### src/rtl/wb_master_ctrl_if.sv
// -----------------------------------------------------------------------------
// wb_master_ctrl_if
//   Bundles the command, response and Wishbone master signals of
//   wb_master_ctrl.
//     master modport : the controller's view (drives cmd_ready, rsp_*, wbm_*_o)
//     slave  modport : the environment's view (drives cmd_*, rsp_ready,
//                      wbm_ack_i, wbm_dat_i)
//   Signal groups:
//     cmd_valid/cmd_ready/cmd_we/cmd_adr/cmd_dat/cmd_sel  command port
//     rsp_valid/rsp_ready/rsp_dat/rsp_err                 response port
//     wbm_cyc_o/wbm_stb_o/wbm_we_o/wbm_sel_o/wbm_adr_o/
//     wbm_dat_o/wbm_ack_i/wbm_dat_i                        Wishbone classic bus
// -----------------------------------------------------------------------------
interface wb_master_ctrl_if #(
   parameter int ADDR_W = 32,
   parameter int DATA_W = 32
);
   // command port
   logic                  cmd_valid;
   logic                  cmd_ready;
   logic                  cmd_we;
   logic [ADDR_W-1:0]     cmd_adr;
   logic [DATA_W-1:0]     cmd_dat;
   logic [DATA_W/8-1:0]   cmd_sel;

   // response port
   logic                  rsp_valid;
   logic                  rsp_ready;
   logic [DATA_W-1:0]     rsp_dat;
   logic                  rsp_err;

   // Wishbone master side
   logic                  wbm_cyc_o;
   logic                  wbm_stb_o;
   logic                  wbm_we_o;
   logic [DATA_W/8-1:0]   wbm_sel_o;
   logic [ADDR_W-1:0]     wbm_adr_o;
   logic [DATA_W-1:0]     wbm_dat_o;
   logic                  wbm_ack_i;
   logic [DATA_W-1:0]     wbm_dat_i;

   modport master (
      input  cmd_valid, cmd_we, cmd_adr, cmd_dat, cmd_sel,
      output cmd_ready,
      output rsp_valid, rsp_dat, rsp_err,
      input  rsp_ready,
      output wbm_cyc_o, wbm_stb_o, wbm_we_o, wbm_sel_o, wbm_adr_o, wbm_dat_o,
      input  wbm_ack_i, wbm_dat_i
   );

   modport slave (
      output cmd_valid, cmd_we, cmd_adr, cmd_dat, cmd_sel,
      input  cmd_ready,
      input  rsp_valid, rsp_dat, rsp_err,
      output rsp_ready,
      input  wbm_cyc_o, wbm_stb_o, wbm_we_o, wbm_sel_o, wbm_adr_o, wbm_dat_o,
      output wbm_ack_i, wbm_dat_i
   );
endinterface

### src/rtl/wb_master_ctrl.sv
// -----------------------------------------------------------------------------
// wb_master_ctrl
//   Wishbone classic single-transfer initiator. Takes one read/write command
//   from the command port, runs one Wishbone cycle, and returns read data
//   (or an error after TIMEOUT unacknowledged strobe cycles) on the response
//   port.
//   Parameters:
//     ADDR_W   address width
//     DATA_W   data width (byte-select width DATA_W/8)
//     TIMEOUT  strobe cycles allowed without ack before abort (1..255)
//   Ports:
//     wb_clk_i  clock, rising edge
//     wb_rst_i  asynchronous active-high reset
//     bus       wb_master_ctrl_if.master (command, response, Wishbone)
// -----------------------------------------------------------------------------
module wb_master_ctrl #(
   parameter int ADDR_W  = 32,
   parameter int DATA_W  = 32,
   parameter int TIMEOUT = 31
) (
   input  logic             wb_clk_i,
   input  logic             wb_rst_i,
   wb_master_ctrl_if.master bus
);

   localparam int SEL_W = DATA_W / 8;
   localparam int CNT_W = $clog2(TIMEOUT + 1);
   // Counter value seen during the last permitted strobe cycle.
   localparam logic [CNT_W-1:0] CNT_LAST = CNT_W'(TIMEOUT - 1);

   typedef enum logic [1:0] {
      ST_IDLE,
      ST_BUS,
      ST_RESP
   } state_t;

   state_t              state;
   logic [CNT_W-1:0]    to_cnt;

   logic                cyc_q;
   logic                we_q;
   logic [SEL_W-1:0]    sel_q;
   logic [ADDR_W-1:0]   adr_q;
   logic [DATA_W-1:0]   dat_q;

   logic                rsp_valid_q;
   logic [DATA_W-1:0]   rsp_dat_q;
   logic                rsp_err_q;

   always_ff @(posedge wb_clk_i or posedge wb_rst_i) begin
      if (wb_rst_i) begin
         state       <= ST_IDLE;
         to_cnt      <= '0;
         cyc_q       <= 1'b0;
         we_q        <= 1'b0;
         sel_q       <= '0;
         adr_q       <= '0;
         dat_q       <= '0;
         rsp_valid_q <= 1'b0;
         rsp_dat_q   <= '0;
         rsp_err_q   <= 1'b0;
      end else begin
         case (state)
            ST_IDLE: begin
               if (bus.cmd_valid) begin
                  we_q   <= bus.cmd_we;
                  sel_q  <= bus.cmd_sel;
                  adr_q  <= bus.cmd_adr;
                  dat_q  <= bus.cmd_dat;
                  cyc_q  <= 1'b1;
                  to_cnt <= '0;
                  state  <= ST_BUS;
               end
            end

            ST_BUS: begin
               // Ack is checked before the timeout so an ack in the last
               // allowed strobe cycle still completes normally.
               if (bus.wbm_ack_i) begin
                  cyc_q       <= 1'b0;
                  rsp_dat_q   <= we_q ? '0 : bus.wbm_dat_i;
                  rsp_err_q   <= 1'b0;
                  rsp_valid_q <= 1'b1;
                  state       <= ST_RESP;
               end else if (to_cnt == CNT_LAST) begin
                  cyc_q       <= 1'b0;
                  rsp_dat_q   <= '1;
                  rsp_err_q   <= 1'b1;
                  rsp_valid_q <= 1'b1;
                  state       <= ST_RESP;
               end else begin
                  to_cnt <= to_cnt + 1'b1;
               end
            end

            ST_RESP: begin
               if (bus.rsp_ready) begin
                  rsp_valid_q <= 1'b0;
                  state       <= ST_IDLE;
               end
            end

            default: begin
               state <= ST_IDLE;
               cyc_q <= 1'b0;
            end
         endcase
      end
   end

   // Strobe and cycle share one register so they can never disagree.
   always_comb begin
      bus.cmd_ready = (state == ST_IDLE);
      bus.wbm_cyc_o = cyc_q;
      bus.wbm_stb_o = cyc_q;
      bus.wbm_we_o  = we_q;
      bus.wbm_sel_o = sel_q;
      bus.wbm_adr_o = adr_q;
      bus.wbm_dat_o = dat_q;
      bus.rsp_valid = rsp_valid_q;
      bus.rsp_dat   = rsp_dat_q;
      bus.rsp_err   = rsp_err_q;
   end

endmodule

### src/flat_wrapper.sv
// flat-port wrapper written by rule: the top's interface ports become plain ports
module wb_master_ctrl_flat 
#(
   parameter int ADDR_W  = 32,
   parameter int DATA_W  = 32,
   parameter int TIMEOUT = 31
)
  (wb_clk_i, wb_rst_i, bus_cmd_valid, bus_cmd_we, bus_cmd_adr, bus_cmd_dat, bus_cmd_sel, bus_cmd_ready, bus_rsp_valid, bus_rsp_dat, bus_rsp_err, bus_rsp_ready, bus_wbm_cyc_o, bus_wbm_stb_o, bus_wbm_we_o, bus_wbm_sel_o, bus_wbm_adr_o, bus_wbm_dat_o, bus_wbm_ack_i, bus_wbm_dat_i);
  wb_master_ctrl_if #(.ADDR_W(ADDR_W), .DATA_W(DATA_W)) bus_i ();
  input  logic wb_clk_i;
  input  logic wb_rst_i;
  input wire logic [$bits(bus_i.cmd_valid)-1:0] bus_cmd_valid;
  input wire logic [$bits(bus_i.cmd_we)-1:0] bus_cmd_we;
  input wire logic [$bits(bus_i.cmd_adr)-1:0] bus_cmd_adr;
  input wire logic [$bits(bus_i.cmd_dat)-1:0] bus_cmd_dat;
  input wire logic [$bits(bus_i.cmd_sel)-1:0] bus_cmd_sel;
  output wire logic [$bits(bus_i.cmd_ready)-1:0] bus_cmd_ready;
  output wire logic [$bits(bus_i.rsp_valid)-1:0] bus_rsp_valid;
  output wire logic [$bits(bus_i.rsp_dat)-1:0] bus_rsp_dat;
  output wire logic [$bits(bus_i.rsp_err)-1:0] bus_rsp_err;
  input wire logic [$bits(bus_i.rsp_ready)-1:0] bus_rsp_ready;
  output wire logic [$bits(bus_i.wbm_cyc_o)-1:0] bus_wbm_cyc_o;
  output wire logic [$bits(bus_i.wbm_stb_o)-1:0] bus_wbm_stb_o;
  output wire logic [$bits(bus_i.wbm_we_o)-1:0] bus_wbm_we_o;
  output wire logic [$bits(bus_i.wbm_sel_o)-1:0] bus_wbm_sel_o;
  output wire logic [$bits(bus_i.wbm_adr_o)-1:0] bus_wbm_adr_o;
  output wire logic [$bits(bus_i.wbm_dat_o)-1:0] bus_wbm_dat_o;
  input wire logic [$bits(bus_i.wbm_ack_i)-1:0] bus_wbm_ack_i;
  input wire logic [$bits(bus_i.wbm_dat_i)-1:0] bus_wbm_dat_i;
  assign bus_i.cmd_valid = bus_cmd_valid;
  assign bus_i.cmd_we = bus_cmd_we;
  assign bus_i.cmd_adr = bus_cmd_adr;
  assign bus_i.cmd_dat = bus_cmd_dat;
  assign bus_i.cmd_sel = bus_cmd_sel;
  assign bus_cmd_ready = bus_i.cmd_ready;
  assign bus_rsp_valid = bus_i.rsp_valid;
  assign bus_rsp_dat = bus_i.rsp_dat;
  assign bus_rsp_err = bus_i.rsp_err;
  assign bus_i.rsp_ready = bus_rsp_ready;
  assign bus_wbm_cyc_o = bus_i.wbm_cyc_o;
  assign bus_wbm_stb_o = bus_i.wbm_stb_o;
  assign bus_wbm_we_o = bus_i.wbm_we_o;
  assign bus_wbm_sel_o = bus_i.wbm_sel_o;
  assign bus_wbm_adr_o = bus_i.wbm_adr_o;
  assign bus_wbm_dat_o = bus_i.wbm_dat_o;
  assign bus_i.wbm_ack_i = bus_wbm_ack_i;
  assign bus_i.wbm_dat_i = bus_wbm_dat_i;
  wb_master_ctrl #(.ADDR_W(ADDR_W), .DATA_W(DATA_W), .TIMEOUT(TIMEOUT)) u_core (.wb_clk_i(wb_clk_i), .wb_rst_i(wb_rst_i), .bus(bus_i));
endmodule
### config.mk
export PLATFORM = sky130hd
export DESIGN_NAME = wb_master_ctrl_flat
export DESIGN_NICKNAME = d
export VERILOG_FILES = /design/src/rtl/wb_master_ctrl_if.sv /design/src/rtl/wb_master_ctrl.sv /design/src/flat_wrapper.sv
export SDC_FILE = /design/constraint.sdc
export NUM_CORES = 1
export LEC_CHECK = 0
export BUFFER_PORTS_ARGS = -buffer_cell sky130_fd_sc_hd__buf_2
export CELL_PAD_IN_SITES_DETAIL_PLACEMENT = 0
export CELL_PAD_IN_SITES_GLOBAL_PLACEMENT = 1
export CORE_MARGIN = 4
export CORE_UTILIZATION = 34
export CTS_BUF_LIST = sky130_fd_sc_hd__clkbuf_8 sky130_fd_sc_hd__clkbuf_16
export CTS_CLUSTER_DIAMETER = 100
export CTS_CLUSTER_SIZE = 20
export DETAILED_ROUTE_END_ITERATION = 16
export PLACE_DENSITY_LB_ADDON = 0.1
export RECOVER_POWER = 100
export SLEW_MARGIN = 30
export SYNTH_ARGS = -nofsm -noshare
export SYNTH_HDL_FRONTEND = slang
export SYNTH_SLANG_ARGS = --single-unit
export TNS_END_PERCENT = 30
### constraint.sdc
create_clock -name wb_clk_i -period 3.71 [get_ports wb_clk_i]
set_input_delay 0.371 -clock wb_clk_i [delete_from_list [all_inputs] [get_ports wb_clk_i]]
set_output_delay 0.371 -clock wb_clk_i [all_outputs]
set_load 0.02 [all_outputs]
==> impl_metrics.py, run 1 <==
metrics = {
    "place": {
        "place_inst": 851,
        "place_area_um2": 5756,
        "portBuffers": 211,
        "dp_slack_ps": 1596,
        "gp_congestion": 0.7687,
        "hpwl_um": 8413,
    },
    "floorplan": {
        "die_h_um": 124.9,
        "die_x_um": 124.9,
        "start_util_pct": 34.95,
        "rows": 42,
        "coreArea_um2": 13300,
        "ios": 212,
        "dieArea_um2": 15600,
    },
    "global_routing": {
        "track_usage_pct": 15.50,
        "grt_pass1_vias": 3955,
        "antenna_found_initial": 1,
        "gr-total-overflow": 0,
        "grt_pass1_wl_um": 19890,
        "grt_max_degree": 73,
    },
    "sta": {
        "rsz0062_at_grt": "no",
        "setup_slack_ps": 1155,
        "skew_ps": 5.540,
        "drv_slew": 13,
        "min_period_ps": 2555,
        "final.setup.tns_ps": 0,
        "worst_pin_slew_ps": 1789,
        "post-route-period-util_pct": 68.86,
        "slew-limit-headroom_pct": -19.51,
        "setup_violations": 0,
        "finalHoldViolations": 0,
        "fmax_mhz": 391.4,
    },
    "detailed_routing": {
        "drt_iter0_drc": 227,
        "via_per_inst": 4.474,
        "wl_per_cell_um": 13.90,
        "dr.pass1.iters": 4,
        "totalWireLength_um": 12050,
        "num_vias": 3879,
        "remaining_drc_errors": 0,
        "drtAntennaViolNets": 0,
    },
    "synthesis": {
        "netlist_instances": 490,
        "synth_edf_count": 0,
        "synthFlopType": "dfrtp_1",
        "synth_top_area_cell": "dfrtp_1",
        "synth-warning-count": 0,
        "async_reset_ff_share_pct": 100.0,
        "synthesis.nets": 598,
        "yosysSeqAreaShare_pct": 59.77,
        "synth_seq_cells": 111,
        "ys_types": 26,
        "synth_area_um2": 4647,
        "yosysTopAreaCellShare_pct": 59.77,
        "synth_area_leaders": "dfrtp_1 (60%), nand2_1 (17%), a22oi_1 (5.2%)",
        "synth.avg_cell_area_um2": 9.484,
    },
    "clocking": {
        "postCtsSetupRepairBufs": 0,
        "cts-resized-gates": 0,
        "cts-buffers-inserted": 9,
        "holdBufCountCts": 0,
        "cts_tree": "built",
        "cts-root-buf": "clkbuf_16",
        "clk_pin_slew_ps": 70,
        "cts.sinks": 111,
        "cts_max_level": 3,
        "clk_latency_ps": 340,
        "cts.path.max_buffers": 2,
    },
    "run_status": {
        "outcome": "finished, violations left",
        "violations": "capacitance limit, slew limit",
    },
    "pwr": {
        "pwr_density_cell_nw_per_um2": 936.4,
        "power.total_w": 0.005540,
        "p_leak_nw": 2.986,
        "irDropWorstVdd_v": 0.0003588,
    },
    "setup_path": {
        "critPathRequiredTime_ps": 3940,
        "startpoint_type": "register",
        "crit_type": "reg2reg",
        "r2r-start": "u_core.state[0]",
        "cp-startpoint": "u_core.state[0]",
        "path_max_fanout": 47,
        "end_kind": "register",
        "arrival_ps": 2780,
    },
    "layout": {
        "final_cell_mix": "nand2_1 (213), dfrtp_1 (111), clkbuf_1 (109)",
        "fin_cells": 867,
        "final_cell_area_um2": 5916,
        "syn2layout_area_growth_pct": 27.30,
        "insertedDiodeCount": 0,
        "fin_nets": 794,
        "layout_commonest_cell": "nand2_1",
        "drive_gt1_share_pct": 18.23,
    },
    "run": {
        "maxCapViolCount": 1,
    },
    "worst_hold_path": {
        "hold_path_class": "in2async",
    },
}
## layer usage
metal	global-route usage, %	routed length [um]
met1	19.85	5316
met2	23.98	5428
met3	5.789	1061
met4	5.995	240
met5	0	7
## metrics by stage
step                      util, %  hold slack (ps)
after floorplan                 -            460.1
after global placement      43.17            453.1
after detailed placement    43.29            456.3
after CTS                   45.72            196.3
after global routing        44.49            201.8
final                       44.49            117.3
## final cells by class
| class | instances | area [um^2] |
|---|---|---|
| Inverter | 4 | 20.02 |
| Multi-Input combinational cell | 344 | 1609 |
| Fill cell | 1393 | 7380 |
| Timing Repair Buffer | 216 | 965.9 |
| Clock inverter | 6 | 83.83 |
| Sequential cell | 111 | 2778 |
| Clock buffer | 10 | 239.0 |
| Tap cell | 176 | 220.2 |
## report_power, final
group / switching [W] / internal [W]
clock: 0.000434 / 0.000608
combinational: 0.00160 / 0.000735
sequential: 0.000376 / 0.00179
total: 0.00241 / 0.00313
## final timing paths
kind / endpoint / slack (ps) / cells past startpoint
setup / recovery: u_core.to_cnt[2] / 1160 / 3
hold / removal: u_core.bus.wbm_adr_o[15] / 120 / 2
setup reg to reg: u_core.to_cnt[2] / 1160 / 3
hold reg to reg: u_core.bus.wbm_adr_o[22] / 470 / 2
max in group asynchronous: u_core.bus.rsp_dat[30] / 2050 / 3
min in group wb_clk_i: u_core.state[1] / 210 / 2
## flip-flops by register name (all words and copies together) (netlist names)
register,cells
u_core.state,2
u_core.to_cnt,5
u_core.bus.wbm_we_o,1
u_core.bus.wbm_adr_o,32
u_core.bus.rsp_err,1
u_core.bus.wbm_dat_o,32
u_core.bus.rsp_dat,32
u_core.bus.rsp_valid,1
u_core.bus.wbm_cyc_o,1
u_core.bus.wbm_sel_o,4
## cell usage after synthesis (2+ instances only)
master / number
ha_1: 2
clkbuf_1: 3
o2bb2ai_1: 2
nor2_1: 37
nand2_1: 213
nand3_1: 3
buf_2: 13
buf_6: 11
nand2b_1: 34
buf_4: 4
dfrtp_1: 111
mux2i_1: 4
a21oi_1: 3
inv_1: 4
a22oi_1: 32
o21ai_0: 4
## cells by family after synthesis
family                     after synthesis  synth area share, %
DFF                                    111                59.77
AOI/OAI and AO/OA                       45                7.162
adders and majority gates                2               0.5384
and+or+nand+nor                        293                26.39
muxes                                    4               0.8616
buffers and inverters                   35                5.277
## worst max-delay path, stage by stage, from the launching register on
cell and delay (ps):
dfrtp_1 490, or3b_1 780, clkbuf_2 680, a32o_1 460
(Power assumes the default switching activity.)
==> run 2, diff against run 1 <==
--- a/config.mk
+++ b/config.mk
@@ -9,7 +9,7 @@
 export CELL_PAD_IN_SITES_DETAIL_PLACEMENT = 0
 export CELL_PAD_IN_SITES_GLOBAL_PLACEMENT = 1
 export CORE_MARGIN = 4
-export CORE_UTILIZATION = 34
+export CORE_UTILIZATION = 31
 export CTS_BUF_LIST = sky130_fd_sc_hd__clkbuf_8 sky130_fd_sc_hd__clkbuf_16
 export CTS_CLUSTER_DIAMETER = 100
 export CTS_CLUSTER_SIZE = 20
==> constraint.sdc (replaced) <==
create_clock -name wb_clk_i -period 2.3 [get_ports wb_clk_i]
set_input_delay 0.23 -clock wb_clk_i [delete_from_list [all_inputs] [get_ports wb_clk_i]]
set_output_delay 0.23 -clock wb_clk_i [all_outputs]
set_load 0.02 [all_outputs]
==> run 2 against run 1 <==
Compared with the run above: the flow still finishes with violations (capacitance limit, slew limit); first-iteration DRC count fell by 17%; critical path depth up 1; cell count grew 1.2%; clock-buffer cell count rose by 2; sequential share of layout area fell by 0.38 points; global-route usage shrank 1.2 points; register-to-register slack worse by 830 ps; die area increased by 9.0%; critical endpoint is now u_core.bus.wbm_dat_o[5].
==> impl_metrics.py, run 2 (synthesis results as in run 1) <==
metrics = {
    "worst_hold_path": {
        "hold_path_class": "in2reg",
    },
    "detailed_routing": {
        "totalWireLength_um": 12170,
        "drtAntennaViolNets": 0,
        "num_vias": 3899,
        "remaining_drc_errors": 0,
        "via_per_inst": 4.446,
        "wl_per_cell_um": 13.88,
        "drt_iter0_drc": 188,
        "dr.pass1.iters": 5,
    },
    "floorplan": {
        "die_h_um": 130.4,
        "die_x_um": 130.4,
        "rows": 44,
        "start_util_pct": 31.85,
        "coreArea_um2": 14590,
        "ios": 212,
        "dieArea_um2": 17010,
    },
    "pwr": {
        "p_leak_nw": 3.005,
        "irDropWorstVdd_v": 0.0006001,
        "pwr_density_cell_nw_per_um2": 1507,
        "power.total_w": 0.008991,
    },
    "layout": {
        "layout_commonest_cell": "nand2_1",
        "drive_gt1_share_pct": 18.90,
        "insertedDiodeCount": 0,
        "fin_nets": 797,
        "syn2layout_area_growth_pct": 28.35,
        "final_cell_mix": "nand2_1 (213), dfrtp_1 (111), clkbuf_1 (108)",
    },
    "clocking": {
        "cts-buffers-inserted": 9,
        "cts.path.max_buffers": 2,
        "clk_pin_slew_ps": 70,
        "postCtsSetupRepairBufs": 0,
        "cts.sinks": 111,
        "cts-resized-gates": 0,
        "cts_max_level": 3,
        "cts-root-buf": "clkbuf_16",
        "cts_tree": "built",
        "clk_latency_ps": 350,
        "holdBufCountCts": 0,
    },
    "run_status": {
        "outcome": "finished, violations left",
        "violations": "capacitance limit, slew limit",
    },
    "place": {
        "hpwl_um": 8461,
        "portBuffers": 211,
        "gp_congestion": 0.7031,
        "dp_slack_ps": 450.3,
    },
    "sta": {
        "slew-limit-headroom_pct": -2.826,
        "post-route-period-util_pct": 85.90,
        "fmax_mhz": 506.1,
        "skew_ps": 7.479,
        "setup_violations": 0,
        "worst_pin_slew_ps": 1542,
        "drv_slew": 112,
        "finalHoldViolations": 0,
        "finalHoldWorstSlack_ps": 65.20,
        "final.setup.tns_ps": 0,
        "min_period_ps": 1976,
        "rsz0062_at_grt": "no",
        "setup_slack_ps": 324.3,
    },
    "global_routing": {
        "grt_max_degree": 112,
        "use_met1_pct": 18.14,
        "grt_pass1_vias": 3685,
        "grt-busiest-layer": "met2",
        "grt_pass1_wl_um": 19050,
        "track_usage_pct": 14.26,
        "gr-total-overflow": 0,
        "grtUsageMet3_pct": 5.935,
        "grt.met2_usage_pct": 21.97,
        "antenna_found_initial": 0,
    },
    "setup_path": {
        "path_max_fanout": 42,
        "crit_type": "reg2reg",
        "arrival_ps": 2220,
        "end_kind": "register",
        "startpoint_type": "register",
        "critPathRequiredTime_ps": 2540,
    },
    "run": {
        "maxCapViolCount": 1,
    },
}
## run 2: changes by cell type in the layout (fill, tap and decap cells not counted), moves of 2 or more
cell / change
clkbuf_8: +2
clkinv_2: -2
clkbuf_4: +2
buf_4: +3
## run 2: routing by layer
layer / part of all wire (%) / up-vias
li1: - / 1948
met4: 1.4 / 0
met5: 0 / -
met2: 46 / 134
met3: 10 / 14
met1: 42 / 1803
## run 2: worst paths after layout
kind	slack [ps]	depth (start not counted)	start	endpoint
min reg2reg	470	2	u_core.bus.wbm_adr_o[7]	u_core.bus.wbm_adr_o[7]
max	320	4	u_core.state[0]	u_core.bus.wbm_dat_o[5]
max in group asynchronous	900	3	wb_rst_i	u_core.bus.wbm_adr_o[0]
min in group asynchronous	450	3	wb_rst_i	u_core.bus.wbm_dat_o[3]
max reg2reg	320	4	u_core.state[0]	u_core.bus.wbm_dat_o[5]
min	70	3	bus_cmd_dat[2]	u_core.bus.wbm_dat_o[2]
## run 2: stage by stage
step | instances | utilization [%] | instance area [um^2]
detailed placement | 862 | 39.79 | 5806
CTS | 877 | 42.07 | 6137
floorplan | 490 | - | 4651
global route | 877 | 40.88 | 5964
global placement | 862 | 39.79 | 5806
finish | 877 | 40.88 | 5964
## run 2: power breakdown
part	switching [W]	total (W)	leakage, nW	internal, W
sequential	0.000581	0.00347	1.34	0.00288
clock	0.000692	0.00173	0.165	0.00104
combinational	0.00260	0.00380	1.50	0.00120
## run 2: cell type report
class                           instances  area [um^2]
Sequential cell                       111         2778
Timing Repair Buffer                  219        988.4
Multi-Input combinational cell        344         1618
Tap cell                              184        230.2
Inverter                                4        18.77
Clock inverter                          3        65.06
Clock buffer                           12        266.5
Fill cell                            1521         8625
## run 2: worst max-delay path, cell delays in order (launching register included)
cell and delay [ps]:
dfrtp_1 510, or3b_2 680, buf_2 420, nand2_1 170, nand2_1 60
==> run 3, diff against run 2 <==
--- a/config.mk
+++ b/config.mk
@@ -8,7 +8,6 @@
 export BUFFER_PORTS_ARGS = -buffer_cell sky130_fd_sc_hd__buf_2
 export CELL_PAD_IN_SITES_DETAIL_PLACEMENT = 0
 export CELL_PAD_IN_SITES_GLOBAL_PLACEMENT = 1
-export CORE_MARGIN = 4
 export CORE_UTILIZATION = 31
 export CTS_BUF_LIST = sky130_fd_sc_hd__clkbuf_8 sky130_fd_sc_hd__clkbuf_16
 export CTS_CLUSTER_DIAMETER = 100
==> run 3 against run 2 <==
Compared with the run above: the flow still finishes with violations (capacitance limit, slew limit); critical path depth fell by 1; non-clock buffer count grew 1; core utilization decreased by 0.13 points; critical path type unchanged; largest power group unchanged.
==> impl_metrics.py, run 3 (synthesis results as in run 1) <==
metrics = {
    "clocking": {
        "clk_latency_ps": 340,
        "cts.path.max_buffers": 2,
        "cts-resized-gates": 0,
        "cts-buffers-inserted": 9,
        "cts_max_level": 3,
        "clk_pin_slew_ps": 70,
        "holdBufCountCts": 0,
        "cts_tree": "built",
        "cts-root-buf": "clkbuf_16",
        "cts.sinks": 111,
        "postCtsSetupRepairBufs": 0,
    },
    "sta": {
        "fmax_mhz": 548.9,
        "finalHoldViolations": 0,
        "min_period_ps": 1822,
        "drv_slew": 64,
        "finalHoldWorstSlack_ps": 68.82,
        "post-route-period-util_pct": 79.21,
        "skew_ps": 5.987,
        "worst_pin_slew_ps": 1570,
        "rsz0062_at_grt": "no",
        "final.setup.tns_ps": 0,
        "setup_violations": 0,
        "slew-limit-headroom_pct": -4.682,
        "setup_slack_ps": 478.1,
    },
    "detailed_routing": {
        "via_per_inst": 4.451,
        "dr.pass1.iters": 4,
        "wl_per_cell_um": 13.68,
        "remaining_drc_errors": 0,
        "totalWireLength_um": 12010,
        "drtAntennaViolNets": 0,
        "drt_iter0_drc": 219,
        "num_vias": 3908,
    },
    "layout": {
        "fin_nets": 798,
        "drive_gt1_share_pct": 19.31,
        "layout_commonest_cell": "nand2_1",
        "insertedDiodeCount": 0,
        "final_cell_mix": "nand2_1 (213), dfrtp_1 (111), clkbuf_1 (106)",
        "syn2layout_area_growth_pct": 27.95,
    },
    "pwr": {
        "irDropWorstVdd_v": 0.0005447,
        "power.total_w": 0.008922,
        "p_leak_nw": 3.007,
        "pwr_density_cell_nw_per_um2": 1501,
    },
    "setup_path": {
        "r2r-end": "u_core.to_cnt[2]",
        "crit_type": "reg2reg",
        "ff2ff_path_depth": 3,
        "startpoint_type": "register",
        "end_kind": "register",
        "r2r_slack_ps": 480,
        "critPathRequiredTime_ps": 2540,
        "arrival_ps": 2060,
        "r2r-start": "u_core.state[0]",
        "path_max_fanout": 23,
    },
    "floorplan": {
        "coreArea_um2": 14590,
        "die_h_um": 124.4,
        "rows": 44,
        "ios": 212,
        "dieArea_um2": 15480,
        "die_x_um": 124.4,
        "start_util_pct": 31.85,
    },
    "global_routing": {
        "grt_max_degree": 66,
        "grt_pass1_vias": 3948,
        "grt_pass1_wl_um": 20080,
        "track_usage_pct": 16.10,
        "antenna_found_initial": 1,
        "gr-total-overflow": 0,
    },
    "place": {
        "gp_congestion": 0.6887,
        "portBuffers": 211,
        "dp_slack_ps": 637.6,
        "hpwl_um": 8140,
    },
    "worst_hold_path": {
        "hold_end": "u_core.bus.wbm_sel_o[1]",
        "min_from": "bus_cmd_sel[1]",
        "min_path_cells": 3,
        "hold_path_class": "in2reg",
    },
    "run_status": {
        "outcome": "finished, violations left",
        "violations": "capacitance limit, slew limit",
    },
    "run": {
        "maxCapViolCount": 1,
    },
}
-- run 3: cell count changes in the layout (fill, tap and decap cells not counted), moves of 2 or more --
cell	delta
clkbuf_8	-2
buf_4	+2
clkbuf_1	-2
clkbuf_2	+3
-- run 3: area by class of cell --
class / instances / area, um^2
Fill cell: 1556 / 8643
Clock inverter: 5 / 73.82
Timing Repair Buffer: 220 / 983.4
Inverter: 4 / 16.27
Multi-Input combinational cell: 344 / 1625
Clock buffer: 10 / 239.0
Tap cell: 184 / 230.2
Sequential cell: 111 / 2778
-- run 3: per-stage QoR --
stage | util (%) | area (um^2) | instances
after floorplan | - | 4651 | 490
after global placement | 39.67 | 5788 | 863
after detailed placement | 39.67 | 5788 | 863
after CTS | 41.82 | 6101 | 878
after global routing | 40.75 | 5946 | 878
final | 40.75 | 5946 | 878
-- run 3: worst max-delay path by stage --
| stage | from | end | slack [ps] | cells past startpoint |
|---|---|---|---|---|
| 2_1_floorplan | wb_rst_i | u_core.bus.rsp_dat[0] | 730 | 1 |
| 3_3_place_gp | u_core.state[0] | u_core.bus.wbm_dat_o[9] | 680 | 4 |
| 3_5_place_dp | u_core.state[0] | u_core.bus.wbm_adr_o[5] | 640 | 4 |
| 4_1_cts | u_core.state[0] | u_core.bus.wbm_adr_o[5] | 630 | 4 |
| 5_1_grt | u_core.state[0] | u_core.bus.rsp_dat[4] | 330 | 4 |
| 6_report | u_core.state[0] | u_core.to_cnt[2] | 480 | 3 |
-- run 3: worst max-delay path, cell delays in order (launching register included) --
cell and delay (ps):
dfrtp_1 510, or3b_2 520, clkbuf_2 340, a32o_1 350
-- run 3: metal layers --
metal | up-vias | share of wire (%) | GRT usage, %
met1 | 1814 | 47 | 21.11
met5 | - | 0.067 | 0
met4 | 2 | 1.6 | 6.449
li1 | 1946 | - | -
met3 | 14 | 6.5 | 4.338
met2 | 132 | 45 | 25.15
-- run 3: report_power, final --
group / total [W] / internal, W / switching [W]
registers: 0.00346 / 0.00288 / 0.000580
clock network: 0.00166 / 0.000972 / 0.000692
logic: 0.00379 / 0.00119 / 0.00261
total: 0.00892 / 0.00504 / 0.00388
